==> config.mk <==
export PLATFORM = sky130hd
export DESIGN_NAME = uart_trx_agent
export DESIGN_NICKNAME = d
export VERILOG_FILES = /design/src/rtl/uart_trx_agent.sv
export SDC_FILE = /design/constraint.sdc
export NUM_CORES = 1
export LEC_CHECK = 0
export BUFFER_PORTS_ARGS = -buffer_cell sky130_fd_sc_hd__buf_2
export CAP_MARGIN = 10
export CORE_MARGIN = 5
export CORE_UTILIZATION = 60
export CTS_CLUSTER_DIAMETER = 50
export DETAILED_ROUTE_END_ITERATION = 10
export HOLD_SLACK_MARGIN = 0.08
export PLACE_DENSITY = 0.89
export SYNTH_ARGS = -nofsm -noshare
export SYNTH_HDL_FRONTEND = slang
export SYNTH_SLANG_ARGS = --single-unit
export TNS_END_PERCENT = 5
==> constraint.sdc <==
create_clock -name sys_clk -period 6.2 [get_ports sys_clk]
set_input_delay 0.31 -clock sys_clk [delete_from_list [all_inputs] [get_ports sys_clk]]
set_output_delay 0.31 -clock sys_clk [all_outputs]
set_load 0.05 [all_outputs]
==> src/rtl/uart_trx_agent.sv <==
// uart_trx_agent: parametrised UART transceiver with configurable frame format,
// false-start rejection, per-byte parity/framing flags, RX FIFO and echo mode.
module uart_trx_agent #(
  parameter int CLKS_PER_BIT = 5207,
  parameter int DATA_BITS    = 8,
  parameter int PARITY       = 0,
  parameter int STOP_BITS    = 1,
  parameter int FIFO_DEPTH   = 16
) (
  input  logic                            sys_clk,
  input  logic                            sys_rst,
  input  logic                            rx,
  output logic                            tx,
  input  logic                            tx_en,
  input  logic [DATA_BITS-1:0]            tx_data,
  output logic                            tx_busy,
  output logic                            tx_done,
  input  logic                            echo,
  output logic [DATA_BITS-1:0]            rx_data,
  output logic                            rx_perr,
  output logic                            rx_ferr,
  output logic                            rx_valid,
  input  logic                            rx_rd,
  output logic [$clog2(FIFO_DEPTH+1)-1:0] rx_count,
  output logic                            rx_ovf,
  input  logic                            ovf_clr
);

  localparam int CW = $clog2(CLKS_PER_BIT + 2);
  localparam int BW = $clog2(DATA_BITS);
  localparam int PW = $clog2(FIFO_DEPTH);
  localparam int NW = $clog2(FIFO_DEPTH + 1);
  localparam int WW = DATA_BITS + 2;

  localparam logic [CW-1:0] BIT_LOAD  = CW'(CLKS_PER_BIT);
  localparam logic [CW-1:0] HALF_LOAD = CW'(CLKS_PER_BIT / 2);
  localparam logic [BW-1:0] LAST_BIT  = BW'(DATA_BITS - 1);
  localparam logic          STOP_LOAD = (STOP_BITS == 2);
  localparam logic [NW-1:0] FULL_CNT  = NW'(FIFO_DEPTH);

  // Parity bit that goes with a data word: XOR for even, XNOR for odd.
  function automatic logic parity_of(input logic [DATA_BITS-1:0] d);
    parity_of = (PARITY == 1) ? ~(^d) : (^d);
  endfunction

  typedef enum logic [2:0] {T_IDLE, T_START, T_DATA, T_PAR, T_STOP} tx_state_e;
  typedef enum logic [2:0] {R_IDLE, R_START, R_DATA, R_PAR, R_STOP} rx_state_e;

  // ---------------------------------------------------------------- signals
  tx_state_e             tx_state_q, tx_state_d;
  logic [CW-1:0]         tx_cnt_q, tx_cnt_d;
  logic [BW-1:0]         tx_bit_q, tx_bit_d;
  logic [DATA_BITS-1:0]  tx_sh_q, tx_sh_d;
  logic                  tx_par_q, tx_par_d;
  logic                  tx_stop_q, tx_stop_d;
  logic                  tx_q, tx_d;
  logic                  tx_done_q, tx_done_d;
  logic                  echo_take;

  logic                  rx_meta_q, rxs_q;
  rx_state_e             rx_state_q, rx_state_d;
  logic [CW-1:0]         rx_cnt_q, rx_cnt_d;
  logic [BW-1:0]         rx_bit_q, rx_bit_d;
  logic [DATA_BITS-1:0]  rx_sh_q, rx_sh_d;
  logic                  rx_perr_q, rx_perr_d;
  logic                  rx_ferr_q, rx_ferr_d;
  logic                  rx_stop_q, rx_stop_d;
  logic                  rx_push;
  logic [WW-1:0]         rx_word;

  logic [WW-1:0]         fifo_mem_q [FIFO_DEPTH];
  logic [PW-1:0]         wr_ptr_q, wr_ptr_d;
  logic [PW-1:0]         rd_ptr_q, rd_ptr_d;
  logic [NW-1:0]         count_q, count_d;
  logic                  ovf_q, ovf_d;
  logic [WW-1:0]         head;
  logic                  fifo_valid, fifo_full, pop, push_ok;

  assign head       = fifo_mem_q[rd_ptr_q];
  assign fifo_valid = (count_q != '0);
  assign fifo_full  = (count_q == FULL_CNT);

  // ------------------------------------------------------------- transmit
  // TX state register; reset forces the line idle immediately.
  always_ff @(posedge sys_clk or negedge sys_rst) begin
    if (!sys_rst) begin
      tx_state_q <= T_IDLE;
      tx_cnt_q   <= '0;
      tx_bit_q   <= '0;
      tx_sh_q    <= '0;
      tx_par_q   <= 1'b0;
      tx_stop_q  <= 1'b0;
      tx_q       <= 1'b1;
      tx_done_q  <= 1'b0;
    end else begin
      tx_state_q <= tx_state_d;
      tx_cnt_q   <= tx_cnt_d;
      tx_bit_q   <= tx_bit_d;
      tx_sh_q    <= tx_sh_d;
      tx_par_q   <= tx_par_d;
      tx_stop_q  <= tx_stop_d;
      tx_q       <= tx_d;
      tx_done_q  <= tx_done_d;
    end
  end

  // TX next state; the line level is registered from the next state so tx is glitch-free.
  always_comb begin
    tx_state_d = tx_state_q;
    tx_cnt_d   = tx_cnt_q;
    tx_bit_d   = tx_bit_q;
    tx_sh_d    = tx_sh_q;
    tx_par_d   = tx_par_q;
    tx_stop_d  = tx_stop_q;
    tx_done_d  = 1'b0;
    echo_take  = 1'b0;
    tx_d       = 1'b1;
    case (tx_state_q)
      T_IDLE: begin
        if (echo) begin
          if (fifo_valid) begin
            echo_take  = 1'b1;
            tx_state_d = T_START;
            tx_cnt_d   = BIT_LOAD;
            tx_sh_d    = head[DATA_BITS-1:0];
            tx_par_d   = parity_of(head[DATA_BITS-1:0]);
          end
        end else if (tx_en) begin
          tx_state_d = T_START;
          tx_cnt_d   = BIT_LOAD;
          tx_sh_d    = tx_data;
          tx_par_d   = parity_of(tx_data);
        end
      end
      T_START: begin
        if (tx_cnt_q == '0) begin
          tx_state_d = T_DATA;
          tx_cnt_d   = BIT_LOAD;
          tx_bit_d   = LAST_BIT;
        end else begin
          tx_cnt_d = tx_cnt_q - 1'b1;
        end
      end
      T_DATA: begin
        if (tx_cnt_q == '0) begin
          tx_cnt_d = BIT_LOAD;
          tx_sh_d  = tx_sh_q >> 1;
          if (tx_bit_q == '0) begin
            tx_state_d = (PARITY != 0) ? T_PAR : T_STOP;
            tx_stop_d  = STOP_LOAD;
          end else begin
            tx_bit_d = tx_bit_q - 1'b1;
          end
        end else begin
          tx_cnt_d = tx_cnt_q - 1'b1;
        end
      end
      T_PAR: begin
        if (tx_cnt_q == '0) begin
          tx_state_d = T_STOP;
          tx_cnt_d   = BIT_LOAD;
          tx_stop_d  = STOP_LOAD;
        end else begin
          tx_cnt_d = tx_cnt_q - 1'b1;
        end
      end
      T_STOP: begin
        if (tx_cnt_q == '0) begin
          if (!tx_stop_q) begin
            tx_state_d = T_IDLE;
            tx_done_d  = 1'b1;
          end else begin
            tx_stop_d = 1'b0;
            tx_cnt_d  = BIT_LOAD;
          end
        end else begin
          tx_cnt_d = tx_cnt_q - 1'b1;
        end
      end
      default: tx_state_d = T_IDLE;
    endcase

    case (tx_state_d)
      T_START: tx_d = 1'b0;
      T_DATA:  tx_d = tx_sh_d[0];
      T_PAR:   tx_d = tx_par_d;
      default: tx_d = 1'b1;
    endcase
  end

  assign tx      = tx_q;
  assign tx_busy = (tx_state_q != T_IDLE);
  assign tx_done = tx_done_q;

  // -------------------------------------------------------------- receive
  // Two-flop synchroniser for the asynchronous serial input, idle high.
  always_ff @(posedge sys_clk or negedge sys_rst) begin
    if (!sys_rst) begin
      rx_meta_q <= 1'b1;
      rxs_q     <= 1'b1;
    end else begin
      rx_meta_q <= rx;
      rxs_q     <= rx_meta_q;
    end
  end

  // RX state register; reset discards any partial frame.
  always_ff @(posedge sys_clk or negedge sys_rst) begin
    if (!sys_rst) begin
      rx_state_q <= R_IDLE;
      rx_cnt_q   <= '0;
      rx_bit_q   <= '0;
      rx_sh_q    <= '0;
      rx_perr_q  <= 1'b0;
      rx_ferr_q  <= 1'b0;
      rx_stop_q  <= 1'b0;
    end else begin
      rx_state_q <= rx_state_d;
      rx_cnt_q   <= rx_cnt_d;
      rx_bit_q   <= rx_bit_d;
      rx_sh_q    <= rx_sh_d;
      rx_perr_q  <= rx_perr_d;
      rx_ferr_q  <= rx_ferr_d;
      rx_stop_q  <= rx_stop_d;
    end
  end

  // RX next state: half-bit wait to the start-bit centre, then one sample per bit period.
  always_comb begin
    rx_state_d = rx_state_q;
    rx_cnt_d   = rx_cnt_q;
    rx_bit_d   = rx_bit_q;
    rx_sh_d    = rx_sh_q;
    rx_perr_d  = rx_perr_q;
    rx_ferr_d  = rx_ferr_q;
    rx_stop_d  = rx_stop_q;
    rx_push    = 1'b0;
    rx_word    = '0;
    case (rx_state_q)
      R_IDLE: begin
        if (!rxs_q) begin
          rx_state_d = R_START;
          rx_cnt_d   = HALF_LOAD;
          rx_bit_d   = LAST_BIT;
        end
      end
      R_START: begin
        if (rx_cnt_q == '0) begin
          if (rxs_q) begin
            rx_state_d = R_IDLE;
          end else begin
            rx_state_d = R_DATA;
            rx_cnt_d   = BIT_LOAD;
            rx_perr_d  = 1'b0;
            rx_ferr_d  = 1'b0;
          end
        end else begin
          rx_cnt_d = rx_cnt_q - 1'b1;
        end
      end
      R_DATA: begin
        if (rx_cnt_q == '0) begin
          rx_cnt_d = BIT_LOAD;
          rx_sh_d  = {rxs_q, rx_sh_q[DATA_BITS-1:1]};
          if (rx_bit_q == '0) begin
            rx_state_d = (PARITY != 0) ? R_PAR : R_STOP;
            rx_stop_d  = STOP_LOAD;
          end else begin
            rx_bit_d = rx_bit_q - 1'b1;
          end
        end else begin
          rx_cnt_d = rx_cnt_q - 1'b1;
        end
      end
      R_PAR: begin
        if (rx_cnt_q == '0) begin
          rx_perr_d  = rxs_q ^ parity_of(rx_sh_q);
          rx_state_d = R_STOP;
          rx_cnt_d   = BIT_LOAD;
          rx_stop_d  = STOP_LOAD;
        end else begin
          rx_cnt_d = rx_cnt_q - 1'b1;
        end
      end
      R_STOP: begin
        if (rx_cnt_q == '0) begin
          if (!rx_stop_q) begin
            // Store errored frames too; go idle now so the next start bit is not missed.
            rx_push    = 1'b1;
            rx_word    = {rx_ferr_q | ~rxs_q, rx_perr_q, rx_sh_q};
            rx_state_d = R_IDLE;
          end else begin
            rx_ferr_d = rx_ferr_q | ~rxs_q;
            rx_stop_d = 1'b0;
            rx_cnt_d  = BIT_LOAD;
          end
        end else begin
          rx_cnt_d = rx_cnt_q - 1'b1;
        end
      end
      default: rx_state_d = R_IDLE;
    endcase
  end

  // ----------------------------------------------------------------- FIFO
  // Pointer/occupancy update; a push into a full FIFO survives only if a pop frees a slot.
  always_comb begin
    pop      = echo ? echo_take : (rx_rd & fifo_valid);
    push_ok  = rx_push & (~fifo_full | pop);
    wr_ptr_d = push_ok ? wr_ptr_q + 1'b1 : wr_ptr_q;
    rd_ptr_d = pop ? rd_ptr_q + 1'b1 : rd_ptr_q;
    count_d  = count_q + NW'(push_ok) - NW'(pop);
    ovf_d    = (rx_push & fifo_full & ~pop) | (ovf_q & ~ovf_clr);
  end

  // FIFO control registers.
  always_ff @(posedge sys_clk or negedge sys_rst) begin
    if (!sys_rst) begin
      wr_ptr_q <= '0;
      rd_ptr_q <= '0;
      count_q  <= '0;
      ovf_q    <= 1'b0;
    end else begin
      wr_ptr_q <= wr_ptr_d;
      rd_ptr_q <= rd_ptr_d;
      count_q  <= count_d;
      ovf_q    <= ovf_d;
    end
  end

  // FIFO storage; contents are don't-care while count is zero, so no reset.
  always_ff @(posedge sys_clk) begin
    if (push_ok) fifo_mem_q[wr_ptr_q] <= rx_word;
  end

  assign rx_valid = fifo_valid;
  assign rx_count = count_q;
  assign rx_ovf   = ovf_q;
  assign rx_data  = fifo_valid ? head[DATA_BITS-1:0] : '0;
  assign rx_perr  = fifo_valid & head[DATA_BITS];
  assign rx_ferr  = fifo_valid & head[DATA_BITS+1];

endmodule

==> results.toml, run 1 <==
[die]
coreArea_sq_um = 17200
start_util_pct = 60.9
die_y_microns = 142
io_pins = 35
die_w_microns = 142
die_area_sq_um = 20200
row_count = 48

[layout]
final_util_pct = 68.2
diodes = 0
drive_gt1_share_pct = 19.8
fin_area_sq_um = 11800
nNetsFinal = 794
fin_cells = 1003
syn_to_final_growth_pct = 12.1

[logic_synthesis]
synth.area.top_cells = "edfxtp_1 46%, dfrtp_1 17%, mux4_2 9.0%, xnor2_1 2.3%, ha_1 2.1%"
syn_avg_cell_area_sq_um = 14.6
syn_nets = 754
ys_ff_latch = 235
synth.distinct_cells = 67
synth_edf_count = 160
synth_top_area_share_pct = 45.8
synth_warnings = 0
syn_area_sq_um = 10500
netlist_instances = 720
synth-seq-area-share_pct = 63.7
synthFlopType = "edfxtp_1"
synth_top_area_cell = "edfxtp_1"
synth_most_common_cell = "edfxtp_1"
netlist_top_cells_count = "160 x edfxtp_1, 72 x dfrtp_1, 57 x nor2_1"
synthArstFlopShare_pct = 31.9

[cts]
path_clk_slew_ns = 0.06
clk_latency_ns = 0.52
numCtsBuffers = 25
cts.sinks = 235
htree_levels = 1
clockBufferDepth = 3
tritoncts = "built"
root_buffer = "clkbuf_16"

[sta]
max_clock_freq_mhz = 238
period_share_pct = 67.7
hold_viol = 0
tightestPinTransition_ns = 0.966
finalMaxSlewViolations = 0
setup_tns_ns = 0
fin_skew_ns = 0.0142
slew_headroom_pct = 35.3
finalCriticalPeriod_ns = 4.20
rsz0062_at_grt = "false"
finalSetupViolations = 0

[grt]
grt_max_degree = 76
busiest_layer = "met2"
grt_usage_pct = 24.5
grtUsageMet1_pct = 31.8
use_met2_pct = 42.6
grt_pass1_vias = 6750
grt_pass1_wl_microns = 38100
grt-ovfl-total = 0
use_met3_pct = 3.90
grt_antenna_before_repair = 0

[worst_setup_path]
r2r_end = "rx_count[4]"
r2r-start = "rx_cnt_q[0]"
crit_top_cell = "inv_1"
critPathSlowestCell = "and4_1"
crit_start = "rx_cnt_q[0]"
worstSetupPathType = "reg2reg"
r2r_cells = 17
endpoint_kind = "flop"
arrival_ns = 4.59
start_kind = "flop"
crit_chain = "inv_1 > ha_1 > nor4b_1 > and4_1 > nand3_1 > nor2b_1 > inv_1 > ha_1 > inv_1 > ha_1 > inv_1 > fa_1 > inv_1 > a21oi_1 > nor2_1 > nor2_1 > xnor2_1"
slowest_delay_ns = 0.58
cp_max_fo = 15
required_ns = 6.60
rrSetupSlack_ns = 2.00

[worst_hold_path]
min_to = "tx_sh_q[6]"
hold_depth = 3
hold_class = "in2reg"
worstHoldStart = "tx_data[6]"

[routing]
drt_iter0_drc = 798
post_drt_via_cell_ratio = 6.56
drcViolationCount = 0
drt_pass1_iterations = 7
routedWlPerCell_microns = 24.2
dr_total_vias = 6575
drt_wl_total_microns = 24300
drtAntennaViolNets = 0

[placement]
dp_cells = 954
hpwl_microns = 15100
port_buffers = 34
gp_congestion = 0.958
place_area_sq_um = 10800

[status]
status = "finished clean"

[power]
finalPower_w = 0.00394
vdd_drop_max_mv = 0.280
p_leak_nw = 4.69
power_density_nw_per_um2 = 335

[flow_run]
max-cap-violations = 0
-- what timing repair did --
action	4_1_cts	5_1_grt
hold buffers	3	0
buffers inserted	0	0
endpoints found under the hold margin	74	0
resized for setup	0	0
-- worst max path at each step --
stage	end	cells past startpoint	slack (ns)
final	rx_count[4]	17	2.00
after global routing	rx_count[4]	17	1.66
after CTS	rx_count[4]	17	2.12
after detailed placement	rx_count[4]	17	2.27
after global placement	rx_count[4]	17	2.50
after floorplan	rx_count[4]	19	3.17
-- cells in the final DEF, fill, tap and decap left out, types with 4 or more instances in the layout --
cell and n:
mux4_2 42, a21o_1 4, buf_2 33, a21oi_1 40
nor2b_1 7, a22oi_1 25, o31ai_1 5, a31oi_1 4
nand2_1 41, edfxtp_1 160, nor4_1 4, xor2_1 5
o22a_1 10, xnor2_1 28, nand2b_1 5, nand3_1 6
and2_1 16, nor2_1 57, or3_1 5, dfrtp_1 71
o21ai_0 24, buf_4 9, ha_1 18, a221o_1 5
inv_1 29, mux2_2 9, clkbuf_16 25, nor3_1 13
bufinv_16 6, clkbuf_1 5
-- per-stage QoR --
step / hold slack [ns] / setup slack [ns]
final: 0.170 / 2.00
after global routing: 0.187 / 1.66
after floorplan: 0.0144 / 3.17
after detailed placement: 0.349 / 2.27
after CTS: 0.159 / 2.12
after global placement: 0.348 / 2.50
-- critical path, delay by kind of cell, from the launching register on --
kind	cells	cell delay, ns
XOR/XNOR	1	0.12
AND/OR/NAND/NOR	6	1.95
adder cells (fa/ha/maj)	4	1.08
AO/OA/AOI/OAI	1	0.07
buffers and inverters	5	0.49
flip-flops	1	0.40
-- report_power, final --
group          internal, W  switching (W)  total [W]
combinational     0.000214       0.000316   0.000530
sequential         0.00170      0.0000872    0.00178
clock              0.00101       0.000618    0.00163
-- logic make-up (layout without fill, tap and decap cells) --
kind of cell / Yosys count / in the layout / synth area share, %
compound gates: 145 / 145 / 9.57
simple gates: 173 / 173 / 8.45
mux: 52 / 52 / 10.1
flops: 235 / 235 / 63.7
buf+inv: 61 / 119 / 2.80
xor+xnor: 35 / 35 / 3.06
fa+ha+maj: 19 / 19 / 2.34
-- layer usage --
layer  vias up  share of wire (%)
met5         -                  0
met4         0                3.1
met3        58                7.8
met2       358                 51
met1      3340                 38
li1       2819                  -
-- area by class of cell --
class / count / area [sq um]
inverter: 29 / 109
multi-input combinational: 424 / 3520
fill: 1012 / 5480
timing repair buffer: 45 / 263
sequential: 235 / 6690
clock inverter: 14 / 246
tap: 225 / 282
clock buffer: 31 / 658
-- flip-flops by register name (all words and copies together), names as in the netlist --
register and cells:
rx_perr_q 1, rx_state_q 3, wr_ptr_q 4, tx 1, rd_ptr_q 4, rx_meta_q 1, tx_cnt_q 13, rx_bit_q 3
rx_count 5, tx_sh_q 8, tx_state_q 3, rxs_q 1, rx_sh_q 8, tx_par_q 1, tx_done 1, rx_ferr_q 1
tx_bit_q 3, rx_cnt_q 13, rx_ovf 1, fifo_mem_q 160
Power figures use the tool's default switching activity.
==> inputs of run 2 (changes only) <==
- clock period: 6.2 -> 3.9 ns (I/O delays scaled with it)
==> results.toml, run 2 (synthesis results as in run 1) <==
[layout]
final_cell_mix = "160 x edfxtp_1, 71 x dfrtp_1, 57 x nor2_1"
largest_reg_flops = 160
top_regs = "fifo_mem_q x160, rx_cnt_q x13, tx_cnt_q x13"
fin_cells = 1010
final_common_cell = "edfxtp_1"
drive_gt1_share_pct = 20.1
largest-register = "fifo_mem_q"
syn_to_final_growth_pct = 12.5
nNetsFinal = 801
fill_cells = 977
diodes = 0

[routing]
dr_total_vias = 6855
drcViolationCount = 0
post_drt_via_cell_ratio = 6.79
drtAntennaViolNets = 0
drt_pass1_iterations = 5
drt_iter0_drc = 882
drt_wl_total_microns = 25100
routedWlPerCell_microns = 24.9

[cts]
path_clk_slew_ns = 0.06
tritoncts = "built"
cts.sinks = 235
root_buffer = "clkbuf_16"
clk_latency_ns = 0.52
cts_setup_buffers = 0
clockBufferDepth = 3
ctsHoldBuffers = 4
numCtsBuffers = 24
cts_resized = 0
htree_levels = 1

[die]
row_count = 48
die_y_microns = 142
die_w_microns = 142
start_util_pct = 60.9
io_pins = 35
die_area_sq_um = 20200
coreArea_sq_um = 17200

[sta]
fin_skew_ns = 0.0134
hold_viol = 0
period_share_pct = 84.7
slew_headroom_pct = 33.6
rsz0062_at_grt = "false"
finalCriticalPeriod_ns = 3.30
setup_tns_ns = 0
finalSetupViolations = 0
tightestPinTransition_ns = 0.993
finalMaxSlewViolations = 0
max_clock_freq_mhz = 303

[power]
swShare_pct = 25.8
pwr-share-comb_pct = 14.4
pwr-share-seq_pct = 44.9
internal_power_w = 0.00466
clkPwrFrac_pct = 40.7
power_density_nw_per_um2 = 531
p_leak_nw = 4.73
vdd_drop_max_mv = 0.307
power_switching_w = 0.00162

[worst_setup_path]
cp_max_fo = 12
r2r_cells = 15
worstSetupPathType = "reg2reg"
required_ns = 4.30
endpoint_kind = "flop"
rrSetupSlack_ns = 0.60
r2r-start = "tx_state_q[2]"
r2r_end = "rx_count[4]"
crit_start = "tx_state_q[2]"
arrival_ns = 3.70
start_kind = "flop"
cp-endpoint = "rx_count[4]"

[placement]
dp_cells = 961
hpwl_microns = 15100
gp_congestion = 0.880
port_buffers = 34

[grt]
grt_pass1_vias = 7123
grt_usage_pct = 25.5
grt_pass1_wl_microns = 40200
grt-ovfl-total = 0
grt_antenna_before_repair = 1
grt_max_degree = 76

[status]
status = "finished clean"

[worst_hold_path]
hold_class = "in2reg"
worstHoldStart = "tx_data[2]"

[flow_run]
max-cap-violations = 0
[run 2: cell count changes in the layout (fill, tap and decap cells not counted)]
cell	delta
buf_12	+1
clkinv_2	+1
clkbuf_1	+1
clkinv_1	+1
buf_4	+6
clkbuf_8	-1
clkinv_8	-1
clkinvlp_4	-2
clkbuf_16	-1
dlygate4sd3_1	+1
bufinv_16	+1
[run 2: worst min-delay path by stage]
stage,cells after the start,end,slack (ns)
2_1_floorplan,0,rd_ptr_q[0],-0.10
3_3_place_gp,1,rx_meta_q,0.31
3_5_place_dp,1,rx_meta_q,0.31
4_1_cts,4,tx_sh_q[2],0.09
5_1_grt,4,tx_sh_q[2],0.1
6_report,4,tx_sh_q[2],0.1
[run 2: critical path: stages, from the launching register on]
cell and delay (ns):
dfrtp_1 0.55, nor3_1 0.46, mux2i_1 0.29, nand4_1 0.20, nor2b_1 0.21, inv_1 0.08, ha_1 0.28, inv_1 0.07
ha_1 0.16, inv_1 0.06, fa_1 0.40, inv_1 0.08, a21oi_1 0.07, nor2_1 0.10, nor2_1 0.07, xnor2_1 0.12
[run 2: power groups by stage]
stage | registers (W) | clock network [W] | logic, W
3_3_place_gp | 0.00285 | 0 | 0.000853
5_1_grt | 0.00282 | 0.00269 | 0.000966
6_report | 0.00282 | 0.00255 | 0.000907
3_5_place_dp | 0.00286 | 0 | 0.000885
4_1_cts | 0.00281 | 0.00256 | 0.000908
2_1_floorplan | 0.00289 | 0 | 0.000675
[run 2: cell type report]
type / count / area (sq um) / area share (%)
clock buffer: 30 / 623 / 5.28
inverter: 29 / 109 / 0.922
sequential: 235 / 6690 / 56.6
tap: 225 / 282 / 2.38
timing repair buffer: 53 / 338 / 2.86
multi-input combinational: 424 / 3520 / 29.8
clock inverter: 14 / 254 / 2.15
[run 2: routing by layer]
layer  share of wire [%]  up-vias  track usage, %
met4                 4.0        2            9.60
met2                  52      519            44.7
met1                  35     3396            31.6
li1                    -     2834               -
met5               0.052        -               0
met3                 9.6      104            4.84
[run 2: per-stage QoR]
step | utilization, % | hold WS (ns) | total power, W | instance area (sq um) | setup WS (ns)
detailed placement | 63.1 | 0.308 | 0.00374 | 10900 | 0.767
global placement | 63.1 | 0.310 | 0.00370 | 10900 | 0.907
global route | 68.5 | 0.0999 | 0.00648 | 11800 | 0.405
floorplan | - | -0.101 | 0.00357 | 10500 | 0.869
finish | 68.5 | 0.0978 | 0.00628 | 11800 | 0.596
CTS | 68.5 | 0.0851 | 0.00629 | 11800 | 0.677
==> inputs of run 3 (changes only) <==
- CORE_UTILIZATION: 60 -> 56
- PLACE_DENSITY: 0.89 -> 0.88
- clock period: 3.9 -> 3 ns (I/O delays scaled with it)
==> results.toml, run 3 (synthesis results as in run 1) <==
[layout]
largest_reg_flops = 160
final_util_pct = 65.3
diodes = 0
fin_cells = 1053
largest-register = "fifo_mem_q"
final_cell_mix = "160 x edfxtp_1, 71 x dfrtp_1, 57 x nor2_1"
drive_gt1_share_pct = 24.1
final_common_cell = "edfxtp_1"
fill_cells = 1189
nNetsFinal = 834
fin_area_sq_um = 12100
syn_to_final_growth_pct = 15.5
top_regs = "fifo_mem_q x160, rx_cnt_q x13, tx_cnt_q x13"

[sta]
setup_tns_ns = 0
slew_headroom_pct = 34.3
tightestPinTransition_ns = 0.986
max_clock_freq_mhz = 352
fin_skew_ns = 0.0134
fin_ws_ns = 0.161
period_share_pct = 94.6
hold_viol = 0
finalSetupViolations = 0
finalMaxSlewViolations = 0
finalCriticalPeriod_ns = 2.84
rsz0062_at_grt = "false"

[power]
p_leak_nw = 4.88
internal_power_w = 0.00592
pwr-share-seq_pct = 45.2
swShare_pct = 26.4
vdd_drop_max_mv = 0.457
clkPwrFrac_pct = 38.8
power_switching_w = 0.00212
power_density_nw_per_um2 = 663
pwr-share-comb_pct = 16.0

[worst_setup_path]
crit_chain = "inv_2 > ha_2 > nor4b_4 > and4_4 > nand3_2 > nor2b_2 > inv_1 > ha_4 > inv_2 > ha_4 > inv_1 > fa_2 > inv_1 > a21oi_1 > nor2_1 > nor2_1 > xnor2_1"
endpoint_kind = "flop"
required_ns = 3.40
critPathSlowestCell = "dfrtp_1"
cpLargestDelayFamily = "simple AND/OR/NAND/NOR gates"
arrival_ns = 3.24
cp_max_fo = 3
worstSetupPathType = "reg2reg"
start_kind = "flop"
slowest_delay_ns = 0.40
crit_top_cell = "inv_1"
worst-path-buf-inv = 5

[grt]
grt_antenna_before_repair = 0
grt_usage_pct = 21.9
grt_max_degree = 76
busiest_layer = "met2"
grt_pass1_vias = 6740
use_met3_pct = 3.61
grt_pass1_wl_microns = 37400
use_met2_pct = 38.7
grtUsageMet1_pct = 27.5
grt-ovfl-total = 0

[routing]
routedWlPerCell_microns = 22.4
drt_pass1_iterations = 5
drcViolationCount = 0
post_drt_via_cell_ratio = 6.24
drt_iter0_drc = 778
drtAntennaViolNets = 0
dr_total_vias = 6575
drt_wl_total_microns = 23600

[worst_hold_path]
hold_class = "in2reg"

[cts]
cts.sinks = 235
htree_levels = 1
path_clk_slew_ns = 0.06
clockBufferDepth = 3
clk_latency_ns = 0.52
root_buffer = "clkbuf_16"
numCtsBuffers = 25
tritoncts = "built"

[die]
start_util_pct = 56.5
die_y_microns = 147
die_w_microns = 147
die_area_sq_um = 21600
io_pins = 35
row_count = 50
coreArea_sq_um = 18600

[placement]
port_buffers = 34
gp_congestion = 0.893
dp_cells = 994
hpwl_microns = 14400
post-place-ws_ns = 0.0236
place_area_sq_um = 11100

[status]
status = "finished clean"

[flow_run]
max-cap-violations = 0
[run 3: cell types whose count changed in the layout (fill, tap and decap cells not counted), sizes merged]
cell,previous run,this run
buf,49,75
inv,29,32
clkinv,7,8
bufinv,7,3
clkinvlp,0,1
dlygate4sd3,4,10
clkbuf,30,31
[run 3: worst register-to-register path: stages (launching register included)]
cell,delay [ns]
dfrtp_1,0.40
inv_2,0.08
ha_2,0.16
nor4b_4,0.22
and4_4,0.28
nand3_2,0.10
nor2b_2,0.16
inv_1,0.08
ha_4,0.21
inv_2,0.06
ha_4,0.12
inv_1,0.05
fa_2,0.37
inv_1,0.07
a21oi_1,0.06
nor2_1,0.11
nor2_1,0.06
xnor2_1,0.12
[run 3: path summary, 6_finish.rpt]
path	start	end	slack [ns]	depth (start not counted)
max	rx_cnt_q[1]	rx_count[4]	0.16	17
min	echo	tx_sh_q[7]	0.09	3
max reg2reg	rx_cnt_q[1]	rx_count[4]	0.16	17
min reg2reg	rx_meta_q	rxs_q	0.36	0
max in group asynchronous	sys_rst	rd_ptr_q[0]	1.94	2
min in group asynchronous	sys_rst	tx_sh_q[3]	0.37	2
[run 3: layout make-up]
cell class / instances / area (sq um) / area share (%)
clock buffers: 31 / 679 / 5.60
clock inverters: 15 / 161 / 1.33
inverters: 29 / 109 / 0.898
multi-input cells: 424 / 3580 / 29.5
flip-flops and latches: 235 / 6690 / 55.1
well taps: 234 / 293 / 2.41
repair buffers: 85 / 618 / 5.10
[run 3: per-layer routing]
layer | vias up | routed length, microns
li1 | 2907 | -
met1 | 3291 | 8790
met2 | 308 | 12400
met3 | 69 | 1570
met4 | 0 | 840
met5 | - | 0
[run 3: timing repair]
action	CTS	global route
pin swaps	0	4
gates resized for setup	0	13
hold endpoints to repair	81	0
hold buffers	10	0
cloned	0	0
buffers inserted	1	2
setup endpoints to repair	1	1
[run 3: power groups by stage]
stage	logic, W	clock network (W)	registers, W
after floorplan	0.000878	0	0.00376
after detailed placement	0.00125	0	0.00368
after CTS	0.00129	0.00314	0.00362
after global routing	0.00140	0.00331	0.00364
after global placement	0.00122	0	0.00368
final	0.00129	0.00312	0.00363
[run 3: metrics by stage]
| step | hold slack (ns) | total power, W |
|---|---|---|
| global placement | 0.256 | 0.00489 |
| floorplan | -0.146 | 0.00464 |
| global route | 0.116 | 0.00835 |
| detailed placement | 0.263 | 0.00493 |
| CTS | 0.0827 | 0.00805 |
| finish | 0.0942 | 0.00804 |
